File: src/rtl/lift_door_ctrl.sv
// lift_door_ctrl: lift door FSM (CLOSED/OPENING/OPEN/CLOSING) with travel, dwell and reopen tracking.
// Optional nudge closing after MAX_REOPEN reversals is enabled by defining LIFT_DOOR_NUDGE_EN.
module lift_door_ctrl #(
  parameter int MOVE_CYCLES = 4,
  parameter int OPEN_CYCLES = 10,
  parameter int MAX_REOPEN  = 3
) (
  input  logic clk,
  input  logic reset_n,
  input  logic i_motion,
  input  logic i_has_rqst_at_stopped_flr,
  input  logic i_obstruct,
  input  logic i_open_btn,
  input  logic i_close_btn,
  output logic o_door_open,
  output logic o_door_opening,
  output logic o_door_closing,
  output logic o_fully_open,
  output logic o_buzzer
);
  localparam int PW = $clog2(MOVE_CYCLES + 1);
  localparam logic [PW-1:0] POS_MAX = PW'(MOVE_CYCLES);
  localparam logic [15:0] DWELL = 16'(OPEN_CYCLES);
  localparam logic [3:0] REOPEN_MAX = 4'(MAX_REOPEN);
  typedef enum logic [1:0] {CLOSED, OPENING, OPEN, CLOSING} state_t;
  state_t r_state, w_nxt;
  logic [PW-1:0] r_pos, w_pos;
  logic [15:0] r_dwell, w_dwell;
  logic [3:0] r_reopen, w_reopen;
  logic w_nudge, w_rev, w_buzz;
  always_comb begin
    w_nxt = r_state;
    w_pos = r_pos;
    w_dwell = r_dwell;
    w_reopen = r_reopen;
`ifdef LIFT_DOOR_NUDGE_EN
    w_nudge = (r_reopen == REOPEN_MAX);
`else
    w_nudge = 1'b0;
`endif
    w_rev = (i_obstruct | i_open_btn) & ~w_nudge;
    case (r_state)
      CLOSED: w_nxt = (~i_motion & (i_has_rqst_at_stopped_flr | i_open_btn)) ? OPENING : CLOSED;
      OPENING: begin
        w_pos = (r_pos == POS_MAX) ? r_pos : r_pos + 1'b1;
        if (w_pos == POS_MAX) begin
          w_nxt = OPEN;
          w_dwell = DWELL;
        end
      end
      OPEN: begin
        w_dwell = i_open_btn ? DWELL : (i_close_btn || r_dwell == '0) ? '0 : r_dwell - 1'b1;
        w_nxt = (w_dwell == '0 && !i_obstruct) ? CLOSING : OPEN;
      end
      default: begin
        // reversal keeps the current position so the door reopens from where it stopped
        if (w_rev) begin
          w_nxt = OPENING;
          w_reopen = (r_reopen == REOPEN_MAX) ? r_reopen : r_reopen + 1'b1;
        end else begin
          w_pos = (r_pos == '0) ? r_pos : r_pos - 1'b1;
          if (w_pos == '0) begin
            w_nxt = CLOSED;
            w_reopen = '0;
          end
        end
      end
    endcase
`ifdef LIFT_DOOR_NUDGE_EN
    w_buzz = (w_nxt == CLOSING) && (w_reopen == REOPEN_MAX);
`else
    w_buzz = 1'b0;
`endif
  end
  always_ff @(posedge clk or negedge reset_n) begin
    if (!reset_n) begin
      r_state <= CLOSED;
      r_pos <= '0;
      r_dwell <= '0;
      r_reopen <= '0;
      o_door_open <= 1'b0;
      o_door_opening <= 1'b0;
      o_door_closing <= 1'b0;
      o_fully_open <= 1'b0;
      o_buzzer <= 1'b0;
    end else begin
      r_state <= w_nxt;
      r_pos <= w_pos;
      r_dwell <= w_dwell;
      r_reopen <= w_reopen;
      o_door_open <= (w_nxt != CLOSED);
      o_door_opening <= (w_nxt == OPENING);
      o_door_closing <= (w_nxt == CLOSING);
      o_fully_open <= (w_nxt == OPEN);
      o_buzzer <= w_buzz;
    end
  end
endmodule
File: config.mk
export PLATFORM = sky130hd
export DESIGN_NAME = lift_door_ctrl
export DESIGN_NICKNAME = d
export VERILOG_FILES = /design/src/rtl/lift_door_ctrl.sv
export SDC_FILE = /design/constraint.sdc
export NUM_CORES = 1
export LEC_CHECK = 0
export ABC_AREA = 1
export BUFFER_PORTS_ARGS = -buffer_cell sky130_fd_sc_hd__buf_2
export CAP_MARGIN = 0
export CORE_AREA = 5 5 78 62
export DETAILED_ROUTE_END_ITERATION = 6
export DIE_AREA = 0 0 83 67
export SYNTH_ARGS = -nofsm -noshare
export SYNTH_HDL_FRONTEND = slang
export SYNTH_SLANG_ARGS = --single-unit
export TNS_END_PERCENT = 30
File: constraint.sdc
create_clock -name clk -period 3.2 [get_ports clk]
set_clock_uncertainty 0.05 [all_clocks]
set_input_delay 0.16 -clock clk [delete_from_list [all_inputs] [get_ports clk]]
set_output_delay 0.16 -clock clk [all_outputs]
set_load 0.02 [all_outputs]
==> results of run 1 <==
timing repair:
action                                 CTS  global route
gates resized for setup                  0             0
endpoints found under the hold margin   25             0
hold buffers                             1             0
cell families (layout without fill, tap and decap cells):
logic type | after synthesis | after routing | share of synthesized area, %
and+or+nand+nor | 142 | 142 | 35.90
buffers and inverters | 42 | 53 | 9.934
AOI/OAI and AO/OA | 35 | 35 | 12.04
DFF | 25 | 25 | 36.26
adders and majority gates | 5 | 5 | 3.626
xor gates and xnor gates | 4 | 4 | 2.031
other | 1 | 1 | 0.2173
sequential cells by signal (all words and copies together) (netlist names):
signal and count:
r_dwell 16, r_pos 3, r_state 2, o_door_closing 1, o_door_open 1, o_door_opening 1, o_fully_open 1
how the worst min path moves through the flow:
stage                     end  depth (start not counted)                       from  slack, ns
2_1_floorplan  o_door_closing                          0                    reset_n      -0.19
3_3_place_gp     o_fully_open                          1                    reset_n       0.15
3_5_place_dp     o_fully_open                          1                    reset_n       0.14
4_1_cts           o_door_open                          5  i_has_rqst_at_stopped_flr       0.21
5_1_grt           o_door_open                          5  i_has_rqst_at_stopped_flr       0.27
6_report          o_door_open                          5  i_has_rqst_at_stopped_flr       0.22
area by class of cell:
cell class                 count  area, um2  share of cell area [%]
clock buffer                   3      41.29                   2.203
sequential                    25      625.6                   33.38
inverter                      38      142.6                   7.610
tap                           55      68.82                   3.672
clock inverter                 1      7.507                  0.4005
timing repair buffer          11      60.06                   3.204
multi-input combinational    187      928.4                   49.53
critical path: stages (launching register included):
cell and delay, ns:
dfrtp_1 0.45, inv_1 0.09, ha_1 0.21, nand2_1 0.10, xor2_1 0.19, nor2_1 0.06
nand2_1 0.05, inv_1 0.05, nand2_1 0.05, nand2_1 0.28, inv_1 0.23, o21ai_0 0.16
inv_1 0.12, nand3_1 0.08
per-layer routing:
metal | wire, um | global-route usage (%)
met5 | 0 | 0
met2 | 1405 | 20.50
met1 | 2112 | 23.22
met3 | 298 | 3.337
met4 | 36 | 6.327
layout by cell type (no fill, tap or decap), drive strengths merged, types with 2 or more instances in the layout:
master,instances
nand2,73
nor2,44
inv,38
dfrtp,25
nand3,21
o21ai,16
buf,10
a21oi,6
o22ai,6
ha,5
xor2,3
o32ai,3
clkbuf,3
nand3b,2
nor3,2
a32o,2
where the power goes:
part / internal [mW] / switching [mW]
Sequential: 0.442 / 0.117
Clock: 0.0886 / 0.108
Combinational: 0.347 / 0.693
cell usage after synthesis:
cell type | instances | area (um2)
o211ai_1 | 1 | 7.510
nand2_1 | 69 | 259.0
nand2_2 | 4 | 25.02
inv_2 | 1 | 3.750
xor2_1 | 3 | 26.28
dfrtp_1 | 25 | 625.6
ha_1 | 5 | 62.56
nand3_1 | 20 | 100.1
a31oi_1 | 1 | 6.260
o21ai_0 | 16 | 80.08
a32o_1 | 2 | 20.02
nor2_2 | 5 | 31.28
inv_1 | 37 | 138.9
a21oi_1 | 6 | 30.03
o22ai_1 | 6 | 37.54
nand3b_1 | 2 | 15.01
buf_6 | 1 | 11.26
buf_2 | 2 | 10.01
nand3_2 | 1 | 10.01
nor2_4 | 3 | 33.78
buf_4 | 1 | 7.510
o32ai_1 | 3 | 26.28
nor2_1 | 36 | 135.1
conb_1 | 1 | 3.750
nor3_1 | 2 | 10.01
xnor2_1 | 1 | 8.760
==> results.py, run 1 <==
metrics = {
    "detailed_routing": {
        "firstDrtPassIters": 4,
        "drc": 0,
        "post_drt_wl_per_cell_um": 12.04,
        "ant_nets": 0,
        "first_iter_violations": 98,
        "avgViaCountPerCell": 4.916,
        "routed_wirelength_um": 3852,
        "vias": 1573,
    },
    "sta": {
        "tightest_slew_ns": 0.5763,
        "max_slew_margin_pct": 61.58,
        "fin_ws_ns": 0.9217,
        "setup-tns-final_ns": 0,
        "grt_setup_unrepaired": "false",
        "fin_crit_ns": 2.278,
        "hold_viol": 0,
        "max_freq_mhz": 438.9,
        "slew_viol_final": 0,
        "period_share_pct": 71.20,
        "hold_ws_ns": 0.2205,
        "setup_viol": 0,
    },
    "logic_synthesis": {
        "syn-num-nets": 266,
        "synthCells": 254,
        "synth-seq-cells": 25,
        "synth.avg_cell_area_um2": 6.793,
        "synthDistinctLibCells": 26,
        "ys_warn_count": 0,
        "seq_area_frac_synth_pct": 36.26,
        "syn_area_mm2": 0.001725,
    },
    "global_routing": {
        "track_usage_pct": 15.34,
        "grt_max_degree": 26,
        "grt_first_pass_wirelength_um": 6637,
        "grt-ovfl-total": 0,
        "antenna_found_initial": 0,
        "grt_pass1_vias": 1411,
    },
    "clocking": {
        "cts.clk_slew.worst_paths_ns": 0.10,
        "worstSkewPairLatency_ns": 0.28,
        "htree_levels": 1,
        "cts_inserted_buffers": 3,
        "clkSinkCount": 25,
        "cts_tree": "yes",
        "clockBufferDepth": 2,
        "postCtsSetupRepairBufs": 0,
        "cts_root_buffer": "clkbuf_8",
    },
    "die": {
        "start_util_pct": 43.64,
        "io_pins": 12,
        "die_h_um": 67,
        "rows": 20,
        "die-area_mm2": 0.005561,
        "fp.dieW_um": 83,
        "coreArea_mm2": 0.003954,
    },
    "power_and_ir_drop": {
        "ir_worst_vdd_uv": 420.5,
        "power_density_mw_per_mm2": 957.9,
        "leakage_nw": 0.9760,
        "power_mw": 1.795,
    },
    "final_layout": {
        "nets": 278,
        "final_util_pct": 47.41,
        "finalNonFillerCells": 320,
        "n_antenna_cell": 0,
        "fill_cells": 415,
        "drive_gt1_share_pct": 10.57,
        "syn2layout_area_growth_pct": 8.630,
        "fin_area_mm2": 0.001874,
    },
    "setup_path": {
        "critical_path_arrival_ns": 2.39,
        "crit_path_end": "o_door_open",
        "rr_worst_depth": 13,
        "r2r_end": "o_door_open",
        "reg2reg_from": "r_pos[0]",
        "cp-start-kind": "flip-flop",
        "crit_fanout": 14,
        "cp.required_ns": 3.31,
        "crit_start": "r_pos[0]",
        "crit_path_end_kind": "flip-flop",
        "critPathKind": "flip-flop to flip-flop",
        "rrSetupSlack_ns": 0.92,
    },
    "flow_run": {
        "cap_violations": 0,
    },
    "hold_path": {
        "min_path_type": "input pin to flip-flop",
    },
    "run_status": {
        "status": "finished, final reports clean",
    },
    "place": {
        "portBuffers": 10,
        "dp_hpwl_um": 2964,
        "placed_cells": 315,
        "dpl_worst_slack_ns": 0.9244,
        "gp_congestion": 0.8952,
        "dpl-instance-area_mm2": 0.001815,
    },
}
No activity file was read; power rests on OpenSTA's default activity.
==> inputs of run 2 (changes only) <==
- clock period: 3.2 -> 2.4 ns (I/O delays scaled with it)
==> run 2 against run 1 <==
  * Critical path type unchanged
  * Sequential power increased by 34%
  * Register-to-register slack got worse by 0.59 ns
  * Final cell count increased by 0.31%
  * Critical endpoint is now o_fully_open
  * Final area increased by 0.27%
==> results.py, run 2 (synthesis gave the netlist of run 1 again) <==
metrics = {
    "clocking": {
        "cts_root_buffer": "clkbuf_8",
        "cts_inserted_buffers": 3,
        "postCtsSetupRepairBufs": 0,
        "clkSinkCount": 25,
        "worstSkewPairLatency_ns": 0.27,
        "cts.clk_slew.worst_paths_ns": 0.09,
        "htree_levels": 1,
        "clockBufferDepth": 2,
        "cts_tree": "yes",
    },
    "sta": {
        "tightest_slew_ns": 0.5648,
        "setup_viol": 0,
        "slew_viol_final": 0,
        "fin_crit_ns": 2.071,
        "fin_ws_ns": 0.3294,
        "grt_setup_unrepaired": "false",
        "hold_ws_ns": 0.1961,
        "hold_viol": 0,
        "max_slew_margin_pct": 62.34,
        "period_share_pct": 86.27,
        "setup-tns-final_ns": 0,
        "max_freq_mhz": 483.0,
    },
    "place": {
        "portBuffers": 10,
        "placed_cells": 316,
        "dp_hpwl_um": 3113,
        "dpl_worst_slack_ns": 0.3442,
        "gp_congestion": 0.8704,
        "dpl-instance-area_mm2": 0.001823,
    },
    "final_layout": {
        "drive_gt1_share_pct": 10.90,
        "final_common_cell": "nand2_1",
        "n_antenna_cell": 0,
        "largest_reg_flops": 16,
        "largestRegisters": "r_dwell: 16 flops, r_pos: 3 flops, r_state: 2 flops",
        "regMostFlops": "r_dwell",
        "finalNonFillerCells": 321,
        "nets": 279,
        "syn2layout_area_growth_pct": 8.919,
        "fin_area_mm2": 0.001879,
        "final_util_pct": 47.53,
        "final_cell_mix": "nand2_1, inv_1, nor2_1, dfrtp_1, nand3_1",
    },
    "detailed_routing": {
        "vias": 1567,
        "first_iter_violations": 133,
        "ant_nets": 0,
        "drc": 0,
        "avgViaCountPerCell": 4.882,
        "routed_wirelength_um": 3982,
        "post_drt_wl_per_cell_um": 12.40,
        "firstDrtPassIters": 4,
    },
    "setup_path": {
        "reg2reg_from": "r_dwell[0]",
        "cp.required_ns": 2.52,
        "cp-start-kind": "flip-flop",
        "crit_start": "r_dwell[0]",
        "critPathKind": "flip-flop to flip-flop",
        "crit_fanout": 6,
        "critical_path_arrival_ns": 2.19,
        "crit_path_end_kind": "flip-flop",
    },
    "die": {
        "rows": 20,
        "io_pins": 12,
        "start_util_pct": 43.64,
        "coreArea_mm2": 0.003954,
        "fp.dieW_um": 83,
        "die-area_mm2": 0.005561,
        "die_h_um": 67,
    },
    "power_and_ir_drop": {
        "power_frac_comb_pct": 58.5,
        "ir_worst_vdd_uv": 611.4,
        "internal_power_mw": 1.180,
        "clkPwrFrac_pct": 10.5,
        "leakage_nw": 0.9850,
        "p_sw_mw": 1.226,
        "seqPwrFrac_pct": 31.1,
        "power_density_mw_per_mm2": 1280,
        "p_sw_share_pct": 50.96,
        "power_mw": 2.406,
    },
    "global_routing": {
        "grt_pass1_vias": 1428,
        "grt_max_degree": 26,
        "track_usage_pct": 15.44,
        "grt_first_pass_wirelength_um": 6782,
        "grt-ovfl-total": 0,
        "antenna_found_initial": 0,
    },
    "run_status": {
        "status": "finished, final reports clean",
    },
    "hold_path": {
        "min_path_type": "input pin to flip-flop",
        "hold_start": "i_has_rqst_at_stopped_flr",
    },
    "flow_run": {
        "cap_violations": 0,
    },
}
-- run 2: changes by cell type in the layout (fill, tap and decap cells not counted), sizes merged --
cell	previous run	this run
buf	10	11
clkinv	0	1
clkinvlp	1	0
-- run 2: path summary, 6_finish.rpt --
| check | depth (start not counted) | slack, ns | end |
|---|---|---|---|
| worst max-delay path | 11 | 0.33 | o_fully_open |
| worst min-delay path | 5 | 0.20 | o_door_open |
| worst max register to register | 11 | 0.33 | o_fully_open |
| min in group asynchronous | 2 | 0.32 | o_fully_open |
| worst min register to register | 2 | 0.50 | r_dwell[1] |
| max in group asynchronous | 2 | 1.60 | r_pos[2] |
-- run 2: what timing repair did --
action | CTS | global route
hold buffers | 1 | 0
gates resized for setup | 0 | 0
hold endpoints to repair | 25 | 0
setup endpoints to repair | 0 | 0
-- run 2: layout make-up --
type	count	area, um2
Tap cell	55	68.82
Inverter	38	142.6
Clock buffer	3	41.29
Sequential cell	25	625.6
Clock inverter	1	5.005
Fill cell	424	2074
Timing Repair Buffer	12	67.56
Multi-Input combinational cell	187	928.4
-- run 2: power groups by stage --
stage | Clock (mW) | Sequential [mW] | Combinational [mW]
4_1_cts | 0.263 | 0.745 | 1.40
3_3_place_gp | 0 | 0.755 | 1.40
6_report | 0.252 | 0.747 | 1.41
3_5_place_dp | 0 | 0.753 | 1.39
2_1_floorplan | 0 | 0.755 | 1.06
5_1_grt | 0.282 | 0.769 | 1.62
-- run 2: worst max-delay path: stages, from the launching register on --
cell and delay [ns]:
dfrtp_1 0.38, inv_1 0.16, ha_1 0.24, nand2_1 0.18, o21ai_0 0.20, nand2_1 0.10, o21ai_0 0.20, nand2_1 0.07
nor2_1 0.17, nand2_2 0.10, nand2_1 0.08, nor2_1 0.04
-- run 2: layer usage --
| layer | track usage (%) | share of wire (%) | routed length (um) | vias up |
|---|---|---|---|---|
| met5 | 0 | 0 | 0 | - |
| met4 | 3.673 | 0.80 | 32 | 0 |
| met3 | 4.079 | 7.0 | 280 | 5 |
| met2 | 21.60 | 38 | 1500 | 42 |
| met1 | 23.21 | 54 | 2168 | 686 |
| li1 | - | - | - | 834 |
